==> config.mk <==
export PLATFORM = sky130hd
export DESIGN_NAME = hdlc_bus_sequencer
export DESIGN_NICKNAME = d
export VERILOG_FILES = /design/src/rtl/hdlc_bus_sequencer.sv
export SDC_FILE = /design/constraint.sdc
export NUM_CORES = 1
export LEC_CHECK = 0
export CAP_MARGIN = 20
export CORE_ASPECT_RATIO = 1.4
export CORE_MARGIN = 2
export CORE_UTILIZATION = 48
export DETAILED_ROUTE_END_ITERATION = 8
export GPL_TIMING_DRIVEN = 0
export PLACE_DENSITY = 0.76
export SLEW_MARGIN = 20
export SYNTH_ARGS = -nofsm -noshare
export SYNTH_HDL_FRONTEND = slang
export SYNTH_SLANG_ARGS = --single-unit
==> constraint.sdc <==
create_clock -name Clk -period 2.38 [get_ports Clk]
set_input_delay 0.476 -clock Clk [delete_from_list [all_inputs] [get_ports Clk]]
set_output_delay 0.476 -clock Clk [all_outputs]
set_load 0.01 [all_outputs]
==> src/rtl/hdlc_bus_sequencer.sv <==
// hdlc_bus_sequencer: TX stream to Tx_Buff and RX frame drain sharing one round-robin Hdlc register bus
module hdlc_bus_sequencer #(
  parameter int MAX_FRAME = 126
) (
  input  logic       Clk,
  input  logic       Rst,
  output logic [2:0] Address,
  output logic       WriteEnable,
  output logic       ReadEnable,
  output logic [7:0] DataIn,
  input  logic [7:0] DataOut,
  input  logic       Tx_Done,
  input  logic       Rx_Ready,
  input  logic       tx_valid,
  input  logic [7:0] tx_data,
  input  logic       tx_last,
  output logic       tx_ready,
  output logic       rx_valid,
  output logic [7:0] rx_data,
  output logic       rx_last,
  input  logic       rx_ready,
  output logic       tx_err,
  output logic       rx_err
);
  typedef enum logic [2:0] {T_IDLE, T_LOAD, T_START, T_RUN, T_WAIT, T_ABORT, T_FLUSH} tx_state_t;
  typedef enum logic [2:0] {R_IDLE, R_STAT, R_LEN, R_DATA, R_DROP, R_DONE} rx_state_t;
  tx_state_t ts, ts_nx;
  rx_state_t rs, rs_nx;
  logic [6:0] cnt, cnt_nx;
  logic [7:0] rem;
  logic rd_pend, ptr_rx;
  logic tx_req, rx_req, grant_tx, grant_rx, tx_load, tx_full, tx_acc, tx_wr, rx_wr, rx_rd, rx_take;
  always_comb begin
    tx_load = ts == T_IDLE || ts == T_LOAD;
    tx_full = cnt == 7'(MAX_FRAME);
    tx_req = Rst && (ts == T_IDLE ? tx_valid && Tx_Done : ts == T_LOAD ? tx_valid : ts == T_START || ts == T_ABORT);
    rx_req = Rst && (rs == R_STAT || rs == R_LEN ? !rd_pend :
                     rs == R_DATA ? !rd_pend && (!rx_valid || rx_ready) && rem != 8'd0 : rs == R_DROP);
    grant_tx = tx_req && (!rx_req || !ptr_rx);
    grant_rx = rx_req && (!tx_req || ptr_rx);
    tx_acc = grant_tx && tx_load;
    tx_ready = tx_acc || (Rst && ts == T_FLUSH);
    tx_wr = grant_tx && !(tx_load && tx_full && !tx_last);
    tx_err = grant_tx && ts == T_ABORT;
    rx_wr = grant_rx && rs == R_DROP;
    rx_rd = grant_rx && rs != R_DROP;
    rx_err = rx_wr;
    rx_take = rx_valid && rx_ready;
    WriteEnable = tx_wr || rx_wr;
    ReadEnable = rx_rd;
    Address = tx_wr ? {2'b00, tx_load} : rx_wr ? 3'd2 :
              rx_rd ? (rs == R_STAT ? 3'd2 : rs == R_LEN ? 3'd4 : 3'd3) : 3'd0;
    DataIn = tx_wr ? (tx_load ? tx_data : ts == T_START ? 8'h02 : 8'h04) : rx_wr ? 8'h02 : 8'h00;
  end
  always_comb begin
    ts_nx = ts;
    cnt_nx = cnt;
    case (ts)
      T_IDLE, T_LOAD: if (tx_acc) begin
        cnt_nx = cnt + 7'd1;
        ts_nx = tx_last ? T_START : tx_full ? T_ABORT : T_LOAD;
      end
      T_START: if (grant_tx) begin
        cnt_nx = '0;
        ts_nx = T_RUN;
      end
      T_RUN: ts_nx = Tx_Done ? T_RUN : T_WAIT;
      T_WAIT: ts_nx = Tx_Done ? T_IDLE : T_WAIT;
      T_ABORT: if (grant_tx) begin
        cnt_nx = '0;
        ts_nx = T_FLUSH;
      end
      T_FLUSH: ts_nx = tx_valid && tx_last ? T_IDLE : T_FLUSH;
      default: ts_nx = T_IDLE;
    endcase
  end
  always_comb begin
    rs_nx = rs;
    case (rs)
      R_IDLE: rs_nx = Rx_Ready ? R_STAT : R_IDLE;
      R_STAT: if (rd_pend) rs_nx = |DataOut[4:2] ? R_DROP : R_LEN;
      R_LEN: if (rd_pend) rs_nx = DataOut == 8'd0 ? R_DROP : R_DATA;
      R_DATA: rs_nx = rx_take && rx_last ? R_DONE : R_DATA;
      R_DROP: rs_nx = grant_rx ? R_DONE : R_DROP;
      R_DONE: rs_nx = Rx_Ready ? R_DONE : R_IDLE;
      default: rs_nx = R_IDLE;
    endcase
  end
  always_ff @(posedge Clk) begin
    if (!Rst) begin
      ts <= T_IDLE;
      rs <= R_IDLE;
      cnt <= '0;
      rem <= '0;
      rd_pend <= 1'b0;
      ptr_rx <= 1'b1;
      rx_valid <= 1'b0;
      rx_data <= '0;
      rx_last <= 1'b0;
    end else begin
      ts <= ts_nx;
      rs <= rs_nx;
      cnt <= cnt_nx;
      rd_pend <= rx_rd;
      if (tx_req && rx_req) ptr_rx <= !ptr_rx;
      if (rx_take) begin
        rx_valid <= 1'b0;
        rx_last <= 1'b0;
      end
      if (rd_pend && rs == R_LEN) rem <= DataOut;
      if (rd_pend && rs == R_DATA) begin
        rx_data <= DataOut;
        rx_valid <= 1'b1;
        rx_last <= rem == 8'd1;
        rem <= rem - 8'd1;
      end
    end
  end
endmodule
Word-level counts from Yosys, hierarchy flattened
Cells that the tools add are included.
{"block": "classes", "n_eq_ne": 20, "mux": 39, "reduce_logical": 49, "n_addsub": 2}
{"operator": "3-bit 2-to-1 mux", "count": 20}
{"operator": "3-bit one-hot mux with 6 select lines", "count": 2}
{"operator": "8-bit 2-to-1 mux", "count": 4}
{"operator": "1-bit logical AND", "count": 21}
{"operator": "3-bit == test, second input constant", "count": 5}
{"operator": "7-bit 2-to-1 mux", "count": 2}
{"operator": "7-bit one-hot mux with 2 select lines", "count": 1}
{"operator": "3-bit by 2-bit == test with 1-bit output, second input constant", "count": 4}
{"operator": "2-bit != test, second input constant", "count": 5}
{"operator": "1-bit 2-to-1 mux", "count": 9}
{"operator": "8-bit by 1-bit == test with 1-bit output, second input constant", "count": 1}
{"operator": "8-bit logical NOT", "count": 1}
{"operator": "1-bit logical OR", "count": 8}
{"operator": "8-bit nonzero test", "count": 1}
{"operator": "8-bit by 1-bit subtractor with 8-bit output, second input constant", "count": 1}
{"operator": "7-bit by 1-bit adder with 7-bit output, second input constant", "count": 1}
{"operator": "7-bit == test, second input constant", "count": 1}
{"operator": "1-bit logical NOT", "count": 7}
{"operator": "3-bit by 1-bit == test with 1-bit output, second input constant", "count": 2}
{"operator": "3-bit logical NOT", "count": 2}
{"operator": "3-bit AND reduction", "count": 2}
{"operator": "2-bit nonzero test", "count": 3}
{"operator": "2-bit OR reduction", "count": 2}
{"operator": "3-bit != test, second input constant", "count": 1}
{"operator": "4 further kinds", "count": 4}
{"block": "word_totals", "regBits": 33}

Longest topological paths before layout
{"block": "logic_depth", "depth_word": 13, "ltp_mapped": 7}

Least setup slack after synthesis
Ideal clock, no wire load.
{"block": "synth_timing", "path_kind": "reg-to-output", "start": "register rem[0]", "end": "output port Address[2]", "required_time_ns": 1.904, "setup_slack_ns": 0.244, "t_arrival_ns": 1.660, "stages_incl_launch_ff": 7, "cell_sequence": "dfxtp_1 > inv_1 > ha_1 > and4b_2 > o21ai_0 > o211ai_1 > nor3_1"}
{"block": "synth_via", "elab_chain_len": 10, "word_cells_on_any_way": 15, "classes_between": "mux: 5; reduce/logical: 10"}
{"element": "start: declaration", "line": "30", "source": "logic [7:0] rem;"}
{"element": "start signal: assignment", "line": "110", "source": "if (rd_pend && rs == R_LEN) rem <= DataOut;"}
{"element": "start signal: assignment", "line": "115", "source": "rem <= rem - 8'd1;"}
{"element": "8-bit nonzero test *", "line": "38", "source": "rs == R_DATA ? !rd_pend && (!rx_valid || rx_ready) && rem != 8'd0 : rs == R_DROP);"}
{"element": "1-bit logical AND *", "line": "38"}
{"element": "1-bit 2-to-1 mux *", "line": "38"}
{"element": "1-bit 2-to-1 mux *", "line": "37", "source": "rx_req = Rst && (rs == R_STAT || rs == R_LEN ? !rd_pend :"}
{"element": "1-bit logical AND *", "line": "37"}
{"element": "1-bit logical AND / 1-bit logical NOT (equally long branches)", "line": "40, 39"}
{"element": "1-bit logical AND / 1-bit logical OR (equally long branches)", "line": "46, 39"}
{"element": "3-bit 2-to-1 mux / 1-bit logical AND (equally long branches)", "line": "52, 39"}
{"element": "3-bit 2-to-1 mux / 1-bit logical AND (equally long branches)", "line": "51, 43"}
{"element": "3-bit 2-to-1 mux *", "line": "51", "source": "Address = tx_wr ? {2'b00, tx_load} : rx_wr ? 3'd2 :"}
{"element": "end: declaration", "line": "7", "source": "output logic [2:0] Address,"}
Mark *: on every way between the ends. The rest lies on a longest branch, timed or not.

Worst setup path after layout
{"block": "layout_timing", "start": "register rs[0]", "end": "output port Address[0]"}
{"block": "layout_via", "elab_chain_len": 9, "word_cells_on_any_way": 21, "classes_between": "eq/ne: 5; mux: 7; reduce/logical: 9"}
{"element": "start: declaration", "line": "28", "source": "rx_state_t rs, rs_nx;"}
{"element": "start signal: assignment", "line": "102", "source": "rs <= rs_nx;"}
{"element": "3-bit == test (tied with other cells)", "line": "38, 45"}
{"element": "1-bit 2-to-1 mux / 1-bit logical OR (equally long branches)", "line": "38, 37"}
{"element": "1-bit 2-to-1 mux", "line": "37"}
{"element": "1-bit logical AND", "line": "37"}
{"element": "1-bit logical AND / 1-bit logical NOT (equally long branches)", "line": "40, 39"}
{"element": "1-bit logical AND / 1-bit logical OR (equally long branches)", "line": "46, 39"}
{"element": "3-bit 2-to-1 mux / 1-bit logical AND (equally long branches)", "line": "52, 39"}
{"element": "3-bit 2-to-1 mux / 1-bit logical AND (equally long branches)", "line": "51, 43"}
{"element": "3-bit 2-to-1 mux *", "line": "51"}
Marked as above.

==> flow_results.xml <==
<?xml version="1.0" encoding="UTF-8"?>
<metrics>
  <group name="pwr">
    <metric name="worst_ir_drop_on_vdd" unit="mV">0.440</metric>
    <metric name="leakagePower" unit="nW">1.22</metric>
    <metric name="power_density_over_the_cells" unit="nW/um2">850</metric>
  </group>
  <group name="floorplan">
    <metric name="core.rowCount" unit="">29</metric>
    <metric name="floorplan.die.height" unit="um">84.5</metric>
    <metric name="die_footprint" unit="um2">5190</metric>
    <metric name="die_w" unit="um">61.5</metric>
    <metric name="pin_count" unit="">49</metric>
    <metric name="initial_utilization" unit="%">49.4</metric>
    <metric name="core-area" unit="um2">4500</metric>
  </group>
  <group name="timing">
    <metric name="timing.final.crit_share" unit="%">106</metric>
    <metric name="fin_ws" unit="ns">-0.136</metric>
    <metric name="whs" unit="ns">0.462</metric>
    <metric name="timing_worst_slew_pin_value" unit="ns">0.478</metric>
    <metric name="final_tns_setup" unit="ns">-0.464</metric>
    <metric name="timing.clock.skew" unit="ns">0.00549</metric>
    <metric name="rsz0062_at_grt" unit="">true</metric>
    <metric name="total_of_endpoints_with_negative_setup_slack_in_the_final_report" unit="">7</metric>
    <metric name="slew-limit-headroom" unit="%">68.1</metric>
    <metric name="report.final.hold_viol_count" unit="">0</metric>
    <metric name="timing_max_transition_violations_final" unit="">0</metric>
    <metric name="final.min_clock_period" unit="ns">2.52</metric>
    <metric name="timing.fmax" unit="GHz">0.397</metric>
  </group>
  <group name="worst_setup_path">
    <metric name="timing.critical_path.slowest_stage_cell" unit="">dfxtp_4</metric>
    <metric name="crit_path_frequent_cell" unit="">buf_6</metric>
    <metric name="crit_buf_inv" unit="">5</metric>
    <metric name="worstSetupEndpointType" unit="">output pin</metric>
    <metric name="list_of_cells_traversed_by_the_critical_path" unit="">buf_8 &gt; nor4b_4 &gt; buf_4 &gt; o31ai_4 &gt; o211ai_4 &gt; nor3_4 &gt; buf_6 &gt; buf_6 &gt; o21bai_1 &gt; buf_2</metric>
    <metric name="critPathMaxFanout" unit="">5</metric>
    <metric name="cpLargestDelayFamily" unit="">buffers and inverters</metric>
    <metric name="crit_path_start_kind" unit="">flop</metric>
    <metric name="crit_path_max_incr_delay" unit="ns">0.37</metric>
    <metric name="worst-r2r-setup-slack" unit="ns">0.41</metric>
    <metric name="worst-endpoint-required" unit="ns">1.90</metric>
    <metric name="timing.setup.critical_path_class" unit="">flop to output pin</metric>
    <metric name="critPathArrivalTime" unit="ns">2.04</metric>
  </group>
  <group name="grt">
    <metric name="pin_count_of_the_biggest_net_entering_global_routing" unit="">13</metric>
    <metric name="grt_usage" unit="%">27.3</metric>
    <metric name="first_global_vias" unit="">2423</metric>
    <metric name="grt-ovfl-total" unit="">0</metric>
    <metric name="antenna_violations_before_repair" unit="">0</metric>
    <metric name="grt_first_pass_wirelength" unit="um">10900</metric>
  </group>
  <group name="routing">
    <metric name="drt-wirelength-per-cell" unit="um">16.1</metric>
    <metric name="drtIter0Drc" unit="">198</metric>
    <metric name="drt_wl_total" unit="um">7010</metric>
    <metric name="drtPass1Iterations" unit="">5</metric>
    <metric name="drtAntennaViolNets" unit="">0</metric>
    <metric name="drc_violations" unit="">0</metric>
    <metric name="detail_route.vias_per_cell" unit="">5.93</metric>
    <metric name="vias" unit="">2579</metric>
  </group>
  <group name="clock_tree">
    <metric name="cts_tree" unit="">built</metric>
    <metric name="cts.path.max_buffers" unit="">2</metric>
    <metric name="clock_tree.htree_level_count" unit="">2</metric>
    <metric name="clock_latency" unit="ns">0.29</metric>
    <metric name="numClockSinks" unit="">33</metric>
    <metric name="path_clk_slew" unit="ns">0.08</metric>
    <metric name="cts-root-buf" unit="">clkbuf_8</metric>
    <metric name="numCtsBuffers" unit="">5</metric>
    <metric name="postCtsHoldBufs" unit="">0</metric>
  </group>
  <group name="layout">
    <metric name="area_delta_synth_final" unit="%">44.7</metric>
    <metric name="layout.cell_area.non_filler" unit="um2">3210</metric>
    <metric name="total_number_of_nets_in_the_final_design" unit="">400</metric>
    <metric name="most-common-layout-cells" unit="">nand2_1 (44), clkdlybuf4s50_1 (29), a21oi_1 (26), dfxtp_1 (24), buf_4 (20)</metric>
    <metric name="layout_commonest_cell" unit="">nand2_1</metric>
    <metric name="diodes" unit="">0</metric>
    <metric name="drive_above_1_share" unit="%">26.0</metric>
    <metric name="number_of_fill_cells_in_the_layout" unit="">398</metric>
    <metric name="post_layout_util" unit="%">71.4</metric>
  </group>
  <group name="placed_design">
    <metric name="place.port_buffers" unit="">48</metric>
    <metric name="place_ws" unit="ns">-0.837</metric>
    <metric name="routabilityCongestion" unit="">0.937</metric>
    <metric name="placedInstanceArea" unit="um2">2780</metric>
    <metric name="final_hpwl_from_detailed_placement" unit="um">4640</metric>
  </group>
  <group name="synth">
    <metric name="yosysTopAreaCell" unit="">dfxtp_1</metric>
    <metric name="count_of_distinct_cell_types_in_the_synthesized_netlist" unit="">57</metric>
    <metric name="syn_area" unit="um2">2220</metric>
    <metric name="synthDominantCellAreaShare" unit="%">29.7</metric>
    <metric name="synth_edf_count" unit="">0</metric>
    <metric name="syn_area_per_cell" unit="um2">7.48</metric>
    <metric name="synth_cells" unit="">297</metric>
    <metric name="synth-main-ff-cell" unit="">dfxtp_1</metric>
    <metric name="ys_async_sr_fraction" unit="%">0</metric>
    <metric name="yosys-top-cells-area" unit="">dfxtp_1 (30%), nand2_1 (7.8%), a21oi_1 (6.1%)</metric>
    <metric name="synth.yosys.seq_area_share" unit="%">29.7</metric>
    <metric name="synth.ff_latch_count" unit="">33</metric>
    <metric name="mappedNetlistNets" unit="">325</metric>
    <metric name="synth-warning-count" unit="">0</metric>
  </group>
  <group name="job">
    <metric name="drv.max_cap_violation_count" unit="">0</metric>
  </group>
  <group name="run_status">
    <metric name="outcome" unit="">finished with violations</metric>
    <metric name="violated_checks" unit="">negative setup slack</metric>
  </group>
  <group name="worst_hold_path">
    <metric name="holdCritPathClass" unit="">flop to flop</metric>
  </group>
</metrics>
[cells by family (layout without fill, tap and decap cells)]
group / count (synthesis) / in the layout / synth area share, %
AND/OR/NAND/NOR: 134 / 134 / 31.5
AO/OA/AOI/OAI: 95 / 95 / 29.5
flip-flops: 33 / 33 / 29.7
buffers and inverters: 29 / 105 / 5.92
adder cells (fa/ha/maj): 5 / 5 / 2.82
multiplexers: 1 / 1 / 0.451
[sequential cells by signal, summed over array words and instances (netlist names)]
register and count:
cnt 7, ptr_rx 1, rd_pend 1, rem 8, rs 3, rx_data 8
rx_last 1, rx_valid 1, ts 3
[timing repair]
| item | in CTS | in global routing |
|---|---|---|
| gates cloned | 0 | 0 |
| pin swaps | 12 | 9 |
| setup buffers | 19 | 5 |
| resized for setup | 103 | 24 |
| endpoints found under the hold margin | 0 | 0 |
| setup endpoints to repair | 16 | 15 |
[final timing paths]
kind / start / to / depth (start not counted)
hold reg to reg: rx_data[6]$_SDFFE_PN0P_ / rx_data[6]$_SDFFE_PN0P_ / 2
setup reg to reg: rs[1]$_SDFFE_PN0P_ / cnt[2]$_SDFFE_PN0P_ / 9
hold / removal: rx_data[6]$_SDFFE_PN0P_ / rx_data[6]$_SDFFE_PN0P_ / 2
setup / recovery: rs[0]$_SDFFE_PN0P_ / Address[0] / 10
[metrics by stage]
stage | power (mW) | std cells
floorplan | 1.43 | 297
global placement | 1.76 | 407
detailed placement | 1.78 | 407
CTS | 2.60 | 431
global route | 2.88 | 435
finish | 2.73 | 435
[worst register-to-register path, delay by kind of cell, from the launching register on]
family,cells,cell delay (ns)
buffers and inverters,4,0.47
AOI/OAI and AO/OA,3,0.77
and+or+nand+nor,2,0.24
DFF,1,0.39
[where the power goes]
group	leakage, nW	switching [mW]	internal, mW
registers	0.272	0.114	0.617
logic	0.893	0.739	0.721
clock network	0.0543	0.230	0.313
[cells in the mapped netlist, types with 4 or more instances]
master	number
nor2_1	23
and2_1	9
nand2b_1	5
a31oi_1	5
o211ai_1	8
or3_1	4
a22oi_1	7
dfxtp_1	33
nand2_1	46
clkbuf_1	15
inv_1	8
o21ai_0	18
ha_1	5
nor3_1	11
nand3_1	12
a21oi_1	27
[area by class of cell]
type	instances	area, um2	area share (%)
clock buffers	5	68.8	2.14
inverters	8	30.0	0.934
well taps	62	77.6	2.41
multi-input cells	235	1580	49.2
flip-flops and latches	33	684	21.3
repair buffers	72	611	19.0
clock inverters	3	46.3	1.44
plain buffers	17	116	3.62
[metal layers]
metal | wire (um) | part of all wire (%) | global-route usage, % | vias up
li1 | - | - | - | 1234
met1 | 2800 | 40 | 32.8 | 1223
met2 | 3670 | 52 | 47.3 | 109
met3 | 392 | 5.6 | 4.01 | 13
met4 | 140 | 2.0 | 9.86 | 0
met5 | 0 | 0 | 0 | -
No activity file was read; power rests on OpenSTA's default activity.
